==> src/rtl/adf_pkg.sv <==
`default_nettype none
// adf_pkg: shared constants, FSM encoding and next-register priority select
// for the ADF PLL register sequencer.
package adf_pkg;

  localparam int NREG    = 6;
  localparam int WORD_W  = 32;
  localparam int IDX_W   = 3;
  localparam int SHIFT_N = 2 * WORD_W;  // two clk_2M phases per serial bit

  // Half-word addresses: 2k selects R(k)[15:0], 2k+1 selects R(k)[31:16].
  localparam logic [3:0] ADDR_FIRST = 4'd0;
  localparam logic [3:0] ADDR_LAST  = 4'(2 * NREG - 1);

  typedef enum logic [2:0] {
    IDLE  = 3'd0,
    SEL   = 3'd1,
    LOAD  = 3'd2,
    SHIFT = 3'd3,
    LATCH = 3'd4,
    GAP   = 3'd5
  } state_t;

  // Highest candidate index strictly below lim; R0 is the fallback and always last.
  function automatic logic [IDX_W-1:0] pick_next(input logic [NREG-1:0] cand,
                                                 input logic [IDX_W-1:0] lim);
    pick_next = '0;
    for (int i = 1; i < NREG; i++) begin
      if (cand[i] && (IDX_W'(i) < lim)) pick_next = IDX_W'(i);
    end
  endfunction

endpackage
`default_nettype wire

==> src/rtl/adf_spi_shift.sv <==
`default_nettype none
// adf_spi_shift: 32-bit MSB-first serialiser driving registered cs/din/sclk;
// sclk runs at clk/2 and data changes only while sclk is low.
module adf_spi_shift
  import adf_pkg::*;
(
  input  logic              clk_i,
  input  logic              rstn_i,
  input  logic              kill_i,
  input  logic              load_i,
  input  logic [WORD_W-1:0] word_i,
  output logic              busy_o,
  output logic              finish_o,
  output logic              cs_o,
  output logic              din_o,
  output logic              sclk_o
);

  logic [WORD_W-1:0] sreg_q;
  logic [6:0]        cnt_q;
  logic              active_q;
  logic              cs_q;
  logic              din_q;
  logic              sclk_q;

  assign finish_o = active_q && (cnt_q == 7'(SHIFT_N));
  assign busy_o   = active_q;
  assign cs_o     = cs_q;
  assign din_o    = din_q;
  assign sclk_o   = sclk_q;

  always_ff @(posedge clk_i) begin
    if (!rstn_i || kill_i) begin
      sreg_q   <= '0;
      cnt_q    <= '0;
      active_q <= 1'b0;
      cs_q     <= 1'b1;
      din_q    <= 1'b0;
      sclk_q   <= 1'b0;
    end else if (load_i) begin
      sreg_q   <= word_i;
      cnt_q    <= '0;
      active_q <= 1'b1;
      cs_q     <= 1'b0;
      din_q    <= word_i[WORD_W-1];
      sclk_q   <= 1'b0;
    end else if (active_q) begin
      if (finish_o) begin
        active_q <= 1'b0;
        cs_q     <= 1'b1;
        din_q    <= 1'b0;
        sclk_q   <= 1'b0;
      end else begin
        cnt_q  <= cnt_q + 7'd1;
        sclk_q <= cnt_q[0];
        // Advance to the next bit on each low phase except the first one.
        if (!cnt_q[0] && (cnt_q != 7'd0)) begin
          sreg_q <= {sreg_q[WORD_W-2:0], 1'b0};
          din_q  <= sreg_q[WORD_W-2];
        end
      end
    end
  end

endmodule
`default_nettype wire

==> src/rtl/adf_reg_sequencer.sv <==
`default_nettype none
// adf_reg_sequencer: shadow registers R0..R5 for the ADF PLL, dirty tracking and
// the sequencing FSM that shifts them out R5..R0 with R0 always last.
module adf_reg_sequencer
  import adf_pkg::*;
#(
  parameter int LATCH_CYC = 2,
  parameter int GAP_CYC   = 1
) (
  input  logic            clk_2M,
  input  logic            clrn,
  input  logic            wr_en,
  input  logic [3:0]      wr_addr,
  input  logic [15:0]     wr_data,
  input  logic            start_full,
  input  logic            start_upd,
  input  logic            abort,
  output logic            busy,
  output logic            done,
  output logic [NREG-1:0] dirty,
  output logic            adf_cs,
  output logic            adf_din,
  output logic            adf_sclk
);

  state_t            state_q, state_d;
  logic [WORD_W-1:0] shadow_q [NREG];
  logic [NREG-1:0]   dirty_q, dirty_d;
  logic [IDX_W-1:0]  cur_q, cur_d;
  logic [IDX_W-1:0]  lim_q, lim_d;
  logic              full_q, full_d;
  logic [3:0]        wait_q, wait_d;
  logic              busy_q, done_q, done_d;

  logic              wr_ok;
  logic [IDX_W-1:0]  wr_idx;
  logic [IDX_W-1:0]  pick;
  logic              load;
  logic              kill;
  logic              sh_busy;
  logic              sh_finish;

  assign wr_ok  = wr_en && (wr_addr >= ADDR_FIRST) && (wr_addr <= ADDR_LAST);
  assign wr_idx = wr_addr[3:1];
  assign pick   = pick_next(full_q ? {NREG{1'b1}} : dirty_q, lim_q);
  assign kill   = abort && (state_q != IDLE);

  assign busy  = busy_q;
  assign done  = done_q;
  assign dirty = dirty_q;

  always_ff @(posedge clk_2M) begin
    if (!clrn) begin
      for (int k = 0; k < NREG; k++) shadow_q[k] <= '0;
    end else if (wr_ok) begin
      if (wr_addr[0]) shadow_q[wr_idx][31:16] <= wr_data;
      else            shadow_q[wr_idx][15:0]  <= wr_data;
    end
  end

  always_comb begin
    state_d = state_q;
    cur_d   = cur_q;
    lim_d   = lim_q;
    full_d  = full_q;
    wait_d  = wait_q;
    dirty_d = dirty_q;
    done_d  = 1'b0;
    load    = 1'b0;
    if (kill) begin
      state_d = IDLE;
      // Only a word not yet latched by cs rising must be resent.
      if ((state_q == LOAD) || (state_q == SHIFT)) dirty_d[cur_q] = 1'b1;
    end else begin
      case (state_q)
        IDLE: begin
          if (!abort && (start_full || start_upd)) begin
            state_d = SEL;
            full_d  = start_full;
            lim_d   = IDX_W'(NREG);
          end
        end
        SEL: begin
          load           = 1'b1;
          cur_d          = pick;
          lim_d          = pick;
          dirty_d[pick]  = 1'b0;
          state_d        = LOAD;
        end
        LOAD: begin
          if (sh_busy) state_d = SHIFT;
        end
        SHIFT: begin
          if (sh_finish) begin
            state_d = LATCH;
            wait_d  = 4'(LATCH_CYC - 1);
          end
        end
        LATCH: begin
          if (wait_q == 4'd0) begin
            state_d = GAP;
            wait_d  = 4'(GAP_CYC - 1);
          end else begin
            wait_d = wait_q - 4'd1;
          end
        end
        GAP: begin
          if (wait_q != 4'd0) begin
            wait_d = wait_q - 4'd1;
          end else if (cur_q == '0) begin
            state_d = IDLE;
            done_d  = 1'b1;
          end else begin
            state_d = SEL;
          end
        end
        default: state_d = IDLE;
      endcase
    end
    // A host write always wins over the clear from a same-cycle snapshot.
    if (wr_ok) dirty_d[wr_idx] = 1'b1;
  end

  always_ff @(posedge clk_2M) begin
    if (!clrn) begin
      state_q <= IDLE;
      dirty_q <= {NREG{1'b1}};
      cur_q   <= '0;
      lim_q   <= '0;
      full_q  <= 1'b0;
      wait_q  <= '0;
      busy_q  <= 1'b0;
      done_q  <= 1'b0;
    end else begin
      state_q <= state_d;
      dirty_q <= dirty_d;
      cur_q   <= cur_d;
      lim_q   <= lim_d;
      full_q  <= full_d;
      wait_q  <= wait_d;
      busy_q  <= (state_d != IDLE);
      done_q  <= done_d;
    end
  end

  adf_spi_shift u_shift (
    .clk_i    (clk_2M),
    .rstn_i   (clrn),
    .kill_i   (kill),
    .load_i   (load),
    .word_i   (shadow_q[pick]),
    .busy_o   (sh_busy),
    .finish_o (sh_finish),
    .cs_o     (adf_cs),
    .din_o    (adf_din),
    .sclk_o   (adf_sclk)
  );

endmodule
`default_nettype wire

==> config.mk <==
export PLATFORM = sky130hd
export DESIGN_NAME = adf_reg_sequencer
export DESIGN_NICKNAME = d
export VERILOG_FILES = /design/src/rtl/adf_pkg.sv /design/src/rtl/adf_spi_shift.sv /design/src/rtl/adf_reg_sequencer.sv
export SDC_FILE = /design/constraint.sdc
export NUM_CORES = 1
export LEC_CHECK = 0
export ABC_AREA = 1
export BUFFER_PORTS_ARGS = -buffer_cell sky130_fd_sc_hd__buf_2
export CORE_MARGIN = 5
export CORE_UTILIZATION = 55
export CTS_CLUSTER_SIZE = 12
export DETAILED_ROUTE_END_ITERATION = 10
export PLACE_DENSITY_LB_ADDON = 0.08
export SLEW_MARGIN = 20
export SYNTH_ARGS = -nofsm -noshare
export SYNTH_HDL_FRONTEND = slang
export SYNTH_SLANG_ARGS = --single-unit
==> constraint.sdc <==
create_clock -name clk_2M -period 4.3 [get_ports clk_2M]
set_clock_uncertainty 0.1 [all_clocks]
set_input_delay 0.86 -clock clk_2M [delete_from_list [all_inputs] [get_ports clk_2M]]
set_output_delay 0.86 -clock clk_2M [all_outputs]
set_load 0.01 [all_outputs]
; ---- Word level (Yosys, flattened, before mapping)
; Memories as Yosys holds them, arrays and structs flattened.
; Cells that the tools add are included.
[classes]
addsub = 2
multipliers = 0
div = 0
order_cmp = 13
eq_ne = 10
shifts = 0
n_mux = 60
bitwise = 8
n_reduce_logical = 44
[op_table]
columns = op, count
row1 = 31-bit 2-to-1 mux, 4
row2 = 3-bit 2-to-1 mux, 12
row3 = 32-bit 2-to-1 mux, 1
row4 = 32-bit OR reduction, 1
row5 = 6-bit 2-to-1 mux, 5
row6 = 1-bit 2-to-1 mux, 28
row7 = 3-bit one-hot mux with 6 select lines, 1
row8 = 1-bit logical AND, 14
row9 = 3-bit by 4-bit less-than comparator with 1-bit output (second input constant), 3
row10 = 4-bit 2-to-1 mux, 3
row11 = 6-bit bitwise OR, 2
row12 = 4-bit one-hot mux with 3 select lines, 1
row13 = 3-bit nonzero test, 4
row14 = 1-bit demux with 3-bit select, 3
row15 = 3-bit by 1-bit greater-or-equal comparator with 1-bit output (second input constant), 3
row16 = 3-bit AND reduction, 3
row17 = 2-bit != test (second input constant), 4
row18 = 2-bit AND reduction, 4
row19 = 2-bit nonzero test, 4
row20 = 7-bit by 1-bit adder with 7-bit output (second input constant), 1
row21 = 7-bit equality test (second input constant), 1
row22 = 7-bit nonzero test, 1
row23 = 6-bit bitwise AND, 1
row24 = 3-bit by 2-bit equality test with 1-bit output (second input constant), 2
row25 = 20 further kinds, 31
[totals]
regBits = 64
latchBits = 0
ramBits = 192
mem_bits_ro = 0
in_bits = 26
out_inout_bits = 11
wordCells = 152
mem_count = 1
[memory_table]
columns = memory, depth, word_bits, read_ports, rd_ports_with_merged_regs, write_ports, line
row1 = shadow_q, 6, 32, 1, 0, 6, adf_reg_sequencer.sv:27  ; logic [WORD_W-1:0] shadow_q [NREG];

; ---- Longest topological paths before layout
[depth]
word_depth = 17
mapped_depth = 14
depth_no_buf = 13

; ---- By module
; From an unflattened synthesis, not the netlist that was laid out.
[unflattened]
hier_cells = 1846
hier_area_um2 = 15803.9
[modules_own_cells]
columns = mod, n_inst, cells_per_inst, area_each_um2, seq_area_each_um2
row1 = adf_reg_sequencer, 1, 1498, 13529.2, 8127.8
row2 = adf_spi_shift, 1, 348, 2274.7, 840.8

; ---- Worst setup path before layout
; OpenSTA, ideal clock, no wires.
[synth_timing]
path_type = input-to-reg
startpoint = in wr_addr[3]
endpoint = mem shadow_q[5][0] (enable)
setup_time_ns = 0.388
arrival_ns = 2.426
required_ns = 3.812
slack_ns = 1.385
cell_stages = 8
n_path_buf = 2
cell_sequence = inv_1 > o21ai_0 > nor2_1 > inv_2 > buf_2 > buf_2 > a21oi_1 > nor2_1
[synth_lines]
columns = item, line
row1 = from (decl), adf_reg_sequencer.sv:13  ; input logic [3:0] wr_addr,
row2 = to (decl), adf_reg_sequencer.sv:27

; ---- Worst setup path in the final report
[layout_timing]
startpoint = reg full_q
endpoint = reg u_shift.sreg_q[5]
[layout_between]
elab_chain_len = 9
elab_cells_between_ends = 13
cone_classes = mux (7) / reduce/logical (5) / memory (1)
[layout_rtl]
columns = item, line
row1 = from (decl), adf_reg_sequencer.sv:31  ; logic full_q, full_d;
row2 = from (signal assigned), adf_reg_sequencer.sv:139  ; full_q <= full_d;
row3 = 6-bit 2-to-1 mux (*), adf_reg_sequencer.sv:45  ; assign pick = pick_next(full_q ? {NREG{1'b1}} : dirty_q, lim_q);
row4 = 1-bit logical AND, adf_pkg.sv:29  ; if (cand[i] && (IDX_W'(i) < lim)) pick_next = IDX_W'(i);
row5 = 1-bit 2-to-1 mux, adf_pkg.sv:29
row6 = 3-bit 2-to-1 mux (3 in series), adf_pkg.sv:29
row7 = 3-bit 2-to-1 mux (*), adf_pkg.sv:29
row8 = memory 6 x 32 bit (*), --
row9 = 31-bit 2-to-1 mux (*), adf_spi_shift.sv:40  ; end else if (load_i) begin
row10 = to (signal assigned), adf_spi_shift.sv:41  ; sreg_q <= word_i;
row11 = to (signal assigned), adf_spi_shift.sv:58  ; sreg_q <= {sreg_q[WORD_W-2:0], 1'b0};
row12 = to (decl), adf_spi_shift.sv:19  ; logic [WORD_W-1:0] sreg_q;
; Mark *: on every way between the ends. The rest lies on a longest branch, timed or not.
; A chain may end at the register's enable or synchronous reset.

==> impl_metrics.yaml <==
final_layout:
  multiInputGateArea_mm2: 0.003814
  stdcell_area_mm2: 0.01298
  drive_gt1_share_pct: 9.621
  antenna_cells: 0
  finalCoreUtilization_pct: 61.94
  stdcell_count: 1647
  final_common_cell: "nor2_1"
  seq_area_mm2: 0.007047
  final_cell_mix: "nor2_1 (279), nand2_1 (265), edfxtp_1 (192), inv_1 (110), a21oi_1 (101)"
  fin_nets: 1380
  area_growth_pct: 11.30
  fillCellCount: 1879
min_path:
  hold_path.class: "flop to flop"
synth:
  synthCells: 1319
  syn_area_mm2: 0.01166
  syn_nets: 1349
  synth_area_leaders: "edfxtp_1 (49%), dfxtp_1 (11%), nor2_1 (9.0%)"
  avgSynthCellArea_um2: 8.842
  synth_top_cell_by_area: "edfxtp_1"
  synth.top_cell.area_share_pct: 49.44
  yosys_warnings: 0
  synth_ff_type: "edfxtp_1"
  seq_area_frac_synth_pct: 60.42
  async_flop_share_pct: 0
  ys_ff_latch: 256
  synth-edff-count: 192
  synth_cell_types: 37
routing:
  wire_per_inst_um: 18.94
  drt-pass1-iter-count: 5
  drt_iter0_drc: 1098
  routed_via_density: 5.537
  ant_nets: 0
  vias: 9120
  wirelength_um: 31200
  drcViolationCount: 0
cts:
  numCtsBuffers: 29
  clock_path_buffers: 3
  cts.clk_slew.worst_paths_ns: 0.06
  root_buffer: "clkbuf_16"
  cts-htree-levels: 1
  cts_tree: "yes"
  postCtsSetupBuffers: 0
  insertion_delay_ns: 0.55
  cts_resized: 0
  cts.sink_count: 256
  hold_buffers: 0
floorplanning:
  rows: 53
  core_area_mm2: 0.02096
  die_width_um: 155.6
  die_h_um: 155.6
  dieArea_mm2: 0.02422
  start_util_pct: 55.65
  ioPinCount: 37
setup_path:
  crit_type: "flop to flop"
  slowest_stage: "nand2_2"
  crit_arrival_ns: 3.53
  crit_chain: "inv_2 > nand2_1 > nand3_4 > buf_4 > nand2_1 > nand2_2 > nand2_4 > nand2_2 > buf_4 > nor2_2 > nand2_1 > nand2_1 > nand3_1 > a21oi_1"
  timing.rr.start: "full_q"
  critPathCapture: "u_shift.sreg_q[5]"
  reg2reg_depth: 14
  cp-end-kind: "flop"
  cp_slowest_stage_delay_ns: 0.46
  crit_start: "full_q"
  rrSetupSlack_ns: 1.14
  critPathMaxFanout: 42
  required_ns: 4.67
  cp.depth: 14
  cp_common_cell: "nand2_1"
  critPathTopFamily: "simple AND/OR/NAND/NOR gates"
  r2r_end: "u_shift.sreg_q[5]"
  path_buf_inv: 3
  cp-start-kind: "flop"
timing:
  setup_viol: 0
  tightestPinTransition_ns: 0.8177
  fin_tns_setup_ns: 0
  fin_crit_ns: 3.163
  hold_viol: 0
  fmax_ghz: 0.3161
  drv_slew: 0
  period_share_pct: 73.56
  grt_setup_unrepaired: "no"
  worst_slew_margin_rel_pct: 45.36
power_and_ir_drop:
  ir_worst_vdd_uv: 350.9
  p_leak_nw: 5.150
  p_int_mw: 4.426
  power.share.sequential_pct: 46.2
  pwr-share-clk_pct: 37.1
  power_switching_mw: 1.796
  p_per_area_mw_per_mm2: 479.4
  switching_share_pct: 28.87
  p_comb_share_pct: 16.7
placement:
  dp.cells: 1594
  placed_area_mm2: 0.01208
  gp_congestion: 0.9047
  portBuffers: 36
  dpl.hpwl_um: 21160
grt:
  grt_pass1_vias: 8489
  overflow: 0
  antenna_found_initial: 0
  grt_max_degree: 43
  grt_pass1_wl_um: 48490
  track_usage_pct: 25.99
run_status:
  status: "complete, no violations"
run:
  cap_violations: 0
==> power groups by stage <==
stage / Sequential (mW) / Clock (mW) / Combinational, mW
floorplan: 2.91 / 0 / 0.657
CTS: 2.87 / 2.33 / 1.02
detailed placement: 2.92 / 0 / 1.02
finish: 2.87 / 2.31 / 1.04
global placement: 2.92 / 0 / 1.02
global route: 2.89 / 2.44 / 1.14
==> metal layers <==
metal | vias up | part of all wire [%] | GRT usage, %
met5 | - | 0 | 0
met4 | 0 | 3.8 | 8.879
met3 | 64 | 7.6 | 4.355
met2 | 364 | 45 | 39.51
met1 | 4282 | 44 | 38.29
li1 | 4410 | - | -
==> area by class of cell <==
| type | instances | area share (%) |
|---|---|---|
| flip-flops and latches | 256 | 54.29 |
| clock buffers | 43 | 6.536 |
| inverters | 136 | 3.933 |
| well taps | 275 | 2.651 |
| clock inverters | 10 | 0.3759 |
| multi-input cells | 866 | 29.38 |
| repair buffers | 61 | 2.834 |
==> worst min-delay path by stage <==
stage                            startpoint                end  slack [ns]  depth (start not counted)
final                        u_shift.sclk_o     u_shift.sclk_o        0.36                          2
after global routing      u_shift.sreg_q[0]  u_shift.sreg_q[0]        0.38                          2
after CTS                 u_shift.sreg_q[0]  u_shift.sreg_q[0]        0.36                          2
after detailed placement  u_shift.sreg_q[0]  u_shift.sreg_q[0]        0.35                          2
after global placement    u_shift.sreg_q[0]  u_shift.sreg_q[0]        0.35                          2
after floorplan           u_shift.sreg_q[0]  u_shift.sreg_q[0]        0.34                          2
==> Yosys cell counts (2+ instances only) <==
library cell  instances
o21ai_0              48
a31oi_1               9
o21ai_1              29
nor2_1              280
o2111ai_1             3
nor3_1                9
inv_2                10
ha_1                  4
nand2_2               3
inv_1               110
nor3_2                3
edfxtp_1            192
dfxtp_1              64
a21oi_1             101
clkinv_1             16
nand2_1             265
or2_2                 2
nand3_1              80
o211ai_1              4
clkbuf_1             27
buf_4                 7
nor2_2                4
buf_2                25
nand4_1              11
==> worst reg2reg max path, cell delays in order, from the launching register on <==
cell     delay [ns]
dfxtp_1        0.43
inv_2          0.06
nand2_1        0.11
nand3_4        0.07
buf_4          0.26
nand2_1        0.14
nand2_2        0.09
nand2_4        0.11
nand2_2        0.46
buf_4          0.36
nor2_2         0.44
nand2_1        0.11
nand2_1        0.08
nand3_1        0.11
a21oi_1        0.14
==> registers in the layout, summed over array words and instances (netlist names), 3 cells and up <==
signal	count
lim_q	3
cur_q	3
u_shift.sreg_q	31
u_shift.cnt_q	7
wait_q	4
state_q	3
dirty	6
shadow_q	192
==> through the flow <==
| step | power [mW] | setup WS, ns | hold WS (ns) |
|---|---|---|---|
| after detailed placement | 3.945 | 0.8017 | 0.3526 |
| after CTS | 6.231 | 1.127 | 0.3618 |
| after global routing | 6.463 | 0.8469 | 0.3817 |
| final | 6.222 | 1.137 | 0.3636 |
| after global placement | 3.938 | 0.8729 | 0.3502 |
| after floorplan | 3.565 | 1.385 | 0.3398 |
==> cell families (layout without fill, tap and decap cells) <==
| group | Yosys count | after routing | share of synthesized area [%] |
|---|---|---|---|
| compound gates | 198 | 198 | 8.969 |
| xor+xnor | 1 | 1 | 0.07511 |
| fa+ha+maj | 4 | 4 | 0.4292 |
| buf+inv | 197 | 250 | 6.898 |
| flops | 256 | 256 | 60.42 |
| simple gates | 663 | 663 | 23.21 |
Note: power is estimated with default switching activity, not from simulation.
